`src/rtl/if_fetch_stage_pkg.sv`:
```
// Shared constants and types for the fetch stage, ID stage and CP0.
// Address-error checking on fetch is enabled with the IF_ADEL_CHECK_EN macro.
package if_fetch_stage_pkg;

    localparam logic [31:0] PC_RESET  = 32'h0000_3000;
    localparam logic [31:0] EXC_ENTRY = 32'h0000_4180;
    localparam logic [31:0] IM_LO     = 32'h0000_3000;
    localparam logic [31:0] IM_HI     = 32'h0000_6ffc;
    localparam logic [4:0]  EXC_NONE  = 5'd0;
    localparam logic [4:0]  EXC_ADEL  = 5'd4;
    localparam logic [31:0] NOP       = 32'h0000_0000;

    // Contents of the IF/ID pipeline register
    typedef struct packed {
        logic [31:0] pc;
        logic [31:0] instr;
        logic [4:0]  exc_code;
        logic        bd;
    } if_id_t;

    // Fetch address error: misaligned or outside instruction memory
    function automatic logic adel_fault(input logic [31:0] addr);
        return (addr[1:0] != 2'b00) || (addr < IM_LO) || (addr > IM_HI);
    endfunction

endpackage

```
`src/rtl/if_fetch_stage_if_id_reg.sv`:
```
// IF/ID pipeline register with load / hold / bubble controls, plus the
// registered reset flag that travels down the pipe alongside it.
module if_id_reg
    import if_fetch_stage_pkg::*;
(
    input  logic        clk,
    input  logic        reset,
    input  logic        load,
    input  logic        bubble,
    input  logic [31:0] bubble_pc,
    input  if_id_t      fetch,
    output if_id_t      id,
    output logic        reset_out
);

    if_id_t id_reg;
    logic   reset_reg;

    // Bubble beats load; neither means hold (stall)
    always_ff @(posedge clk) begin
        if (reset) begin
            id_reg    <= '{pc: PC_RESET, instr: NOP, exc_code: EXC_NONE, bd: 1'b0};
            reset_reg <= 1'b1;
        end else begin
            reset_reg <= 1'b0;
            if (bubble) begin
                // Bubble keeps the redirect target so EPC stays meaningful
                id_reg <= '{pc: bubble_pc, instr: NOP, exc_code: EXC_NONE, bd: 1'b0};
            end else if (load) begin
                id_reg <= fetch;
            end
        end
    end

    assign id        = id_reg;
    assign reset_out = reset_reg;

endmodule

```
`src/rtl/if_fetch_stage.sv`:
```
// Fetch stage of the P7 MIPS core: PC register, next-PC selection and the
// IF/ID register feeding the decode stage.
// Optional: IF_ADEL_CHECK_EN raises AdEL on misaligned / out-of-range fetch;
// without it the fetch address is simply word-aligned.
module if_fetch_stage
    import if_fetch_stage_pkg::*;
(
    input  logic        clk,
    input  logic        reset,
    output logic [31:0] imem_addr,
    input  logic [31:0] imem_rdata,
    input  logic        stall,
    input  logic [31:0] pcNext_If,
    input  logic        ifBranchOrJump_If,
    input  logic        ifCtrl_Id,
    input  logic        ifEret_If,
    input  logic [31:0] epc,
    input  logic        exc_req,
    output logic        reset_IfId,
    output logic [31:0] pc_IfId,
    output logic [31:0] instr_IfId,
    output logic [4:0]  excCode_IfId,
    output logic        ifBd_IfId
);

    logic [31:0] pc_reg;
    logic [31:0] pc_next;
    logic        load;
    logic        bubble;
    logic [31:0] bubble_pc;
    logic        fetch_fault;
    if_id_t      fetch;
    if_id_t      id;

`ifdef IF_ADEL_CHECK_EN
    assign imem_addr   = pc_reg;
    assign fetch_fault = adel_fault(pc_reg);
`else
    assign imem_addr   = {pc_reg[31:2], 2'b00};
    assign fetch_fault = 1'b0;
`endif

    assign fetch.pc       = pc_reg;
    assign fetch.instr    = fetch_fault ? NOP : imem_rdata;
    assign fetch.exc_code = fetch_fault ? EXC_ADEL : EXC_NONE;
    assign fetch.bd       = ifCtrl_Id;

    // Next-PC selection and IF/ID control; exception outranks stall
    always_comb begin
        pc_next   = pc_reg;
        load      = 1'b0;
        bubble    = 1'b0;
        bubble_pc = EXC_ENTRY;
        if (exc_req) begin
            pc_next   = EXC_ENTRY;
            bubble    = 1'b1;
            bubble_pc = EXC_ENTRY;
        end else if (stall) begin
            pc_next = pc_reg;
        end else if (ifEret_If) begin
            pc_next   = epc;
            bubble    = 1'b1;
            bubble_pc = epc;
        end else if (ifBranchOrJump_If) begin
            pc_next = pcNext_If;
            load    = 1'b1;
        end else begin
            pc_next = pc_reg + 32'd4;
            load    = 1'b1;
        end
    end

    // PC register
    always_ff @(posedge clk) begin
        if (reset) begin
            pc_reg <= PC_RESET;
        end else begin
            pc_reg <= pc_next;
        end
    end

    if_id_reg u_if_id_reg (
        .clk       (clk),
        .reset     (reset),
        .load      (load),
        .bubble    (bubble),
        .bubble_pc (bubble_pc),
        .fetch     (fetch),
        .id        (id),
        .reset_out (reset_IfId)
    );

    assign pc_IfId      = id.pc;
    assign instr_IfId   = id.instr;
    assign excCode_IfId = id.exc_code;
    assign ifBd_IfId    = id.bd;

endmodule

```
`config.mk`:
```
export PLATFORM = sky130hd
export DESIGN_NAME = if_fetch_stage
export DESIGN_NICKNAME = d
export VERILOG_FILES = /design/src/rtl/if_fetch_stage_pkg.sv /design/src/rtl/if_fetch_stage_if_id_reg.sv /design/src/rtl/if_fetch_stage.sv
export SDC_FILE = /design/constraint.sdc
export NUM_CORES = 1
export LEC_CHECK = 0
export ABC_AREA = 0
export CAP_MARGIN = 15
export CORE_MARGIN = 3
export CORE_UTILIZATION = 44
export DETAILED_ROUTE_END_ITERATION = 8
export GPL_ROUTABILITY_DRIVEN = 0
export PLACE_DENSITY = 0.91
export SLEW_MARGIN = 20
export SYNTH_ARGS = -nofsm -noshare
export SYNTH_HDL_FRONTEND = slang
export SYNTH_SLANG_ARGS = --single-unit
```
`constraint.sdc`:
```
create_clock -name clk -period 2.6 [get_ports clk]
set_clock_uncertainty 0.15 [all_clocks]
set_input_delay 0.39 -clock clk [delete_from_list [all_inputs] [get_ports clk]]
set_output_delay 0.39 -clock clk [all_outputs]
set_load 0.005 [all_outputs]
```
# Word-level counts from Yosys, hierarchy flattened
# Cells that the tools add are included.
# word_totals
output_inout_bits,103
in_bits,103
regBits,98
elab_cells,27
# classes
muxes,16
n_reduce_logical,3
n_eq_ne,1
add_sub_neg,1
# op_table
op,count
$mux 32,5
$mux 70,2
$add 32x3->32 const B,1
$mux 15,2
$mux 1,7
$reduce_or 2->1,2
$ne 2x1->1 const B,1
$reduce_bool 2->1,1

# Depth between registers and ports, before layout
# logic_depth
ltp_word,5
depth_mapped,8

# Hierarchy
# From an unflattened synthesis, not the netlist that was laid out.
# hier_totals
hier_cells,638
area_unflattened_um2,5688.0
# by_module_without_submodules
mod,area_per_inst_um2,cells_each,instances
if_id_reg,2912.8,268,1
if_fetch_stage,2775.2,370,1

# Worst setup path before layout
# Ideal clock, no wire load.
# synth_timing
path_type,reg2reg
startpoint,register pc_reg[2]
endpoint,register pc_reg[22]
required_time_ps,2390
path_buffers,0
arrival_time_ps,1766
setup_time_ps,60
path_slack_ps,624
period_less_slack_ps,1976
path_stages_with_launch,6
cell_sequence,dfxtp_1 -> ha_1 -> nand4_1 -> or4_1 -> a21oi_1 -> o221a_1
# synth_between
elab_chain_cells,3
# synth_lines
item,line,source
"start, declared",if_fetch_stage.sv:26,logic [31:0] pc_reg;
"start signal, assigned",if_fetch_stage.sv:78,pc_reg <= pc_next;
$add 32x3->32,if_fetch_stage.sv:68,pc_next = pc_reg + 32'd4;
$mux 32,if_fetch_stage.sv:64,end else if (ifBranchOrJump_If) begin
$mux 32,if_fetch_stage.sv:60,end else if (ifEret_If) begin
# No other way between the ends.
# A chain may end at the register's enable or synchronous reset.

# Final worst setup path
# layout_timing
startpoint,register pc_reg[4]
endpoint,register pc_reg[23]
# The elaborated chain is that of the path after synthesis.

==> metrics <==
area of the multi-input gates=2614 um2; first-pass GRT wire length=approximately 27 mm; core area=roughly 11000 um2; antenna violations before repair=0; I/O pin total=206; Post-DRT Antenna Nets=0; Post-synth EDFFs=0; crit path launch type=flip-flop; row count=38; Die Width=between 100 and 150 um; total wire length=~17 mm; final setup fails=0; RSZ-0062 raised after global routing=false; most frequent cells in the layout=clkdlybuf4s50_1 (196), dfxtp_1 (98), nand2_1 (92), a21oi_1 (89), o21ai_0 (48); Yosys cell types=between 50 and 60; Total Power=about 3.5 mW; Crit Path Max Fanout=7; clk root buf=clkbuf_16; WL met1=a little under 7 mm; fillers=roughly 900; DRC violations left=0; WL met2=8.201 mm; top sig layer=met4; CTS resizes=0; Critical Path AT=approximately 2.3 ns; Final Instance Area=about 7300 um2; fin. max-slew vios=0; max reg flops=65; crit path kind=reg -> reg; routed len/inst=18.18 um; GR Overflow Total=0; fmax=roughly 460 MHz; Max-Cap Viols=0; main combinational cell family by area after synthesis=compound AO/OA/AOI/OAI gates; share of cells above drive strength 1=0.07816; #FFs+latches synth=98; sequential area share after synthesis=0.3852; CTS tree=done; CTS buffer count=9; clock slew at reported path FFs=around 0.07 ns; Synth Area in Simple Gates=0.1754; final hold viol count=0; Max stage delay cell, worst path=mux2_2; Slew @ Worst Pin=0.5450 ns; Longest Clk Path Bufs=2; worst path cell trace=buf_4, and4_1, nand2_1, nor3_1, mux2_2, nor3_1; storage element area=1962 um2; cell area after synthesis=5094 um2; cell mode on critical path=nor3_1; gr usage total=0.2553; Compound-Gate Fraction of Synth Area=0.2564; outcome=completed; antenna cell count=0; Worst setup EP type=flip-flop; Inst Count DP=930; Post-Synth XOR/XNOR Area=0.01032; detailed placement HPWL=~12 mm; post-synth top area share=0.3852; mux cell area share after synthesis=0.06116; routed vias/inst=a little under 6; met3 WL=between 1.5 and 2 mm; CTS H-tree depth=3; Async SR Flop Fraction=0; DRT Pass-1 Iters=5; Synth Area in Adders=0.002456; routed via count=~5500; CP max stage delay=roughly 0.37 ns; commonest non-fill, non-tap cell in the layout=clkdlybuf4s50_1; # Post-CTS Setup Buffers=0; largest net degree at the start of global routing=63; Syn Inst Count=around 640; Iteration-0 DRC Markers=412; Avg Inst Size Synth=7.909 um2; top post-synthesis cells by area=dfxtp_1 (39%), a21oi_1 (8.7%), nand2_1 (6.8%); Setup TNS=0 ns; Die ar.=about 13000 um2; Clock Latency Late Sink=0.34 ns; Hold-fix buffers, CTS=0; peak supply drop=0.0004492 V; chip height=between 100 and 150 um; worst path required time=2.71 ns; Area Overhead vs Synth=44.17%; worst hold path class=reg -> reg; Tmin final=approximately 2.2 ns; Port Buffers=198; cell taking the most area after synthesis=dfxtp_1; Main synth FF type=dfxtp_1; Tcrit/Tclk final=0.8438; # nets final=905; Worst slew margin=0.6367; placed cell areas=approximately 7100 um2; synth warn=0; initial core utilization=0.4598; Leak=2.621 nW; PwrDens=approximately 480 nW/um2; Clock Sinks=between 90 and 100; Final Non-Filler Cells=between 900 and 1000; vias in the first global route=5333
==> synth_stat cells, drive strengths merged, types with 12 or more instances <==
| library cell | number |
|---|---|
| a21oi | 89 |
| a221oi | 16 |
| buf | 58 |
| clkbuf | 32 |
| dfxtp | 98 |
| inv | 13 |
| mux2i | 30 |
| nand2 | 92 |
| nand3 | 12 |
| nor2 | 41 |
| o21ai | 49 |
==> layer usage <==
layer / global-route usage / vias to the layer above
met5: 0 / -
met1: 0.3259 / 2550
met2: 0.4174 / 326
met3: 0.05517 / 55
met4: 0.1082 / 0
li1: - / 2594
==> kinds of logic (layout without fill, tap and decap cells) <==
kind of cell               after synthesis  in the layout
AOI/OAI and AO/OA                      211            211
xor gates and xnor gates                 6              6
adders and majority gates                1              1
buffers and inverters                  103            259
DFF                                     98             98
muxes                                   31             31
other                                    1              7
and+or+nand+nor                        193            193
==> power breakdown <==
group	total, mW	leakage [nW]	internal, mW	switching, mW
Clock	1.27	0.136	0.681	0.586
Sequential	1.59	0.799	1.55	0.0417
Combinational	0.638	1.69	0.346	0.292
==> worst paths after layout <==
path,from,to,slack (ns),depth (start not counted)
worst max-delay path,pc_reg[4]$_SDFFE_PP0N_,pc_reg[23]$_SDFFE_PP0N_,0.41,6
worst min-delay path,u_if_id_reg.id[34]$_SDFFE_PP0P_,u_if_id_reg.id[34]$_SDFFE_PP0P_,0.30,2
worst max register to register,pc_reg[4]$_SDFFE_PP0N_,pc_reg[23]$_SDFFE_PP0N_,0.41,6
worst min register to register,u_if_id_reg.id[34]$_SDFFE_PP0P_,u_if_id_reg.id[34]$_SDFFE_PP0P_,0.30,2
==> worst max-delay path, delay by kind of cell, from the launching register on <==
family	cells	cell delay (ns)
flops	1	0.35
buf+inv	1	0.15
simple gates	4	1.08
mux	1	0.37
==> metrics by stage <==
stage                     setup WS [ns]    util  hold WS (ns)
after floorplan                  0.6237       -        0.2677
after global placement           0.3485  0.6375        0.2909
after detailed placement         0.2823  0.6375        0.2959
after CTS                        0.4595  0.6629        0.3045
after global routing             0.3055  0.6629        0.3235
final                            0.4062  0.6629        0.3019
==> layout make-up <==
cell class	instances	area share
Clock inverter	5	0.005282
Tap cell	140	0.02385
Sequential cell	98	0.2672
Inverter	13	0.006645
Clock buffer	11	0.03306
Timing Repair Buffer	230	0.3081
Multi-Input combinational cell	449	0.3559
Note: power is estimated with default switching activity, not from simulation.
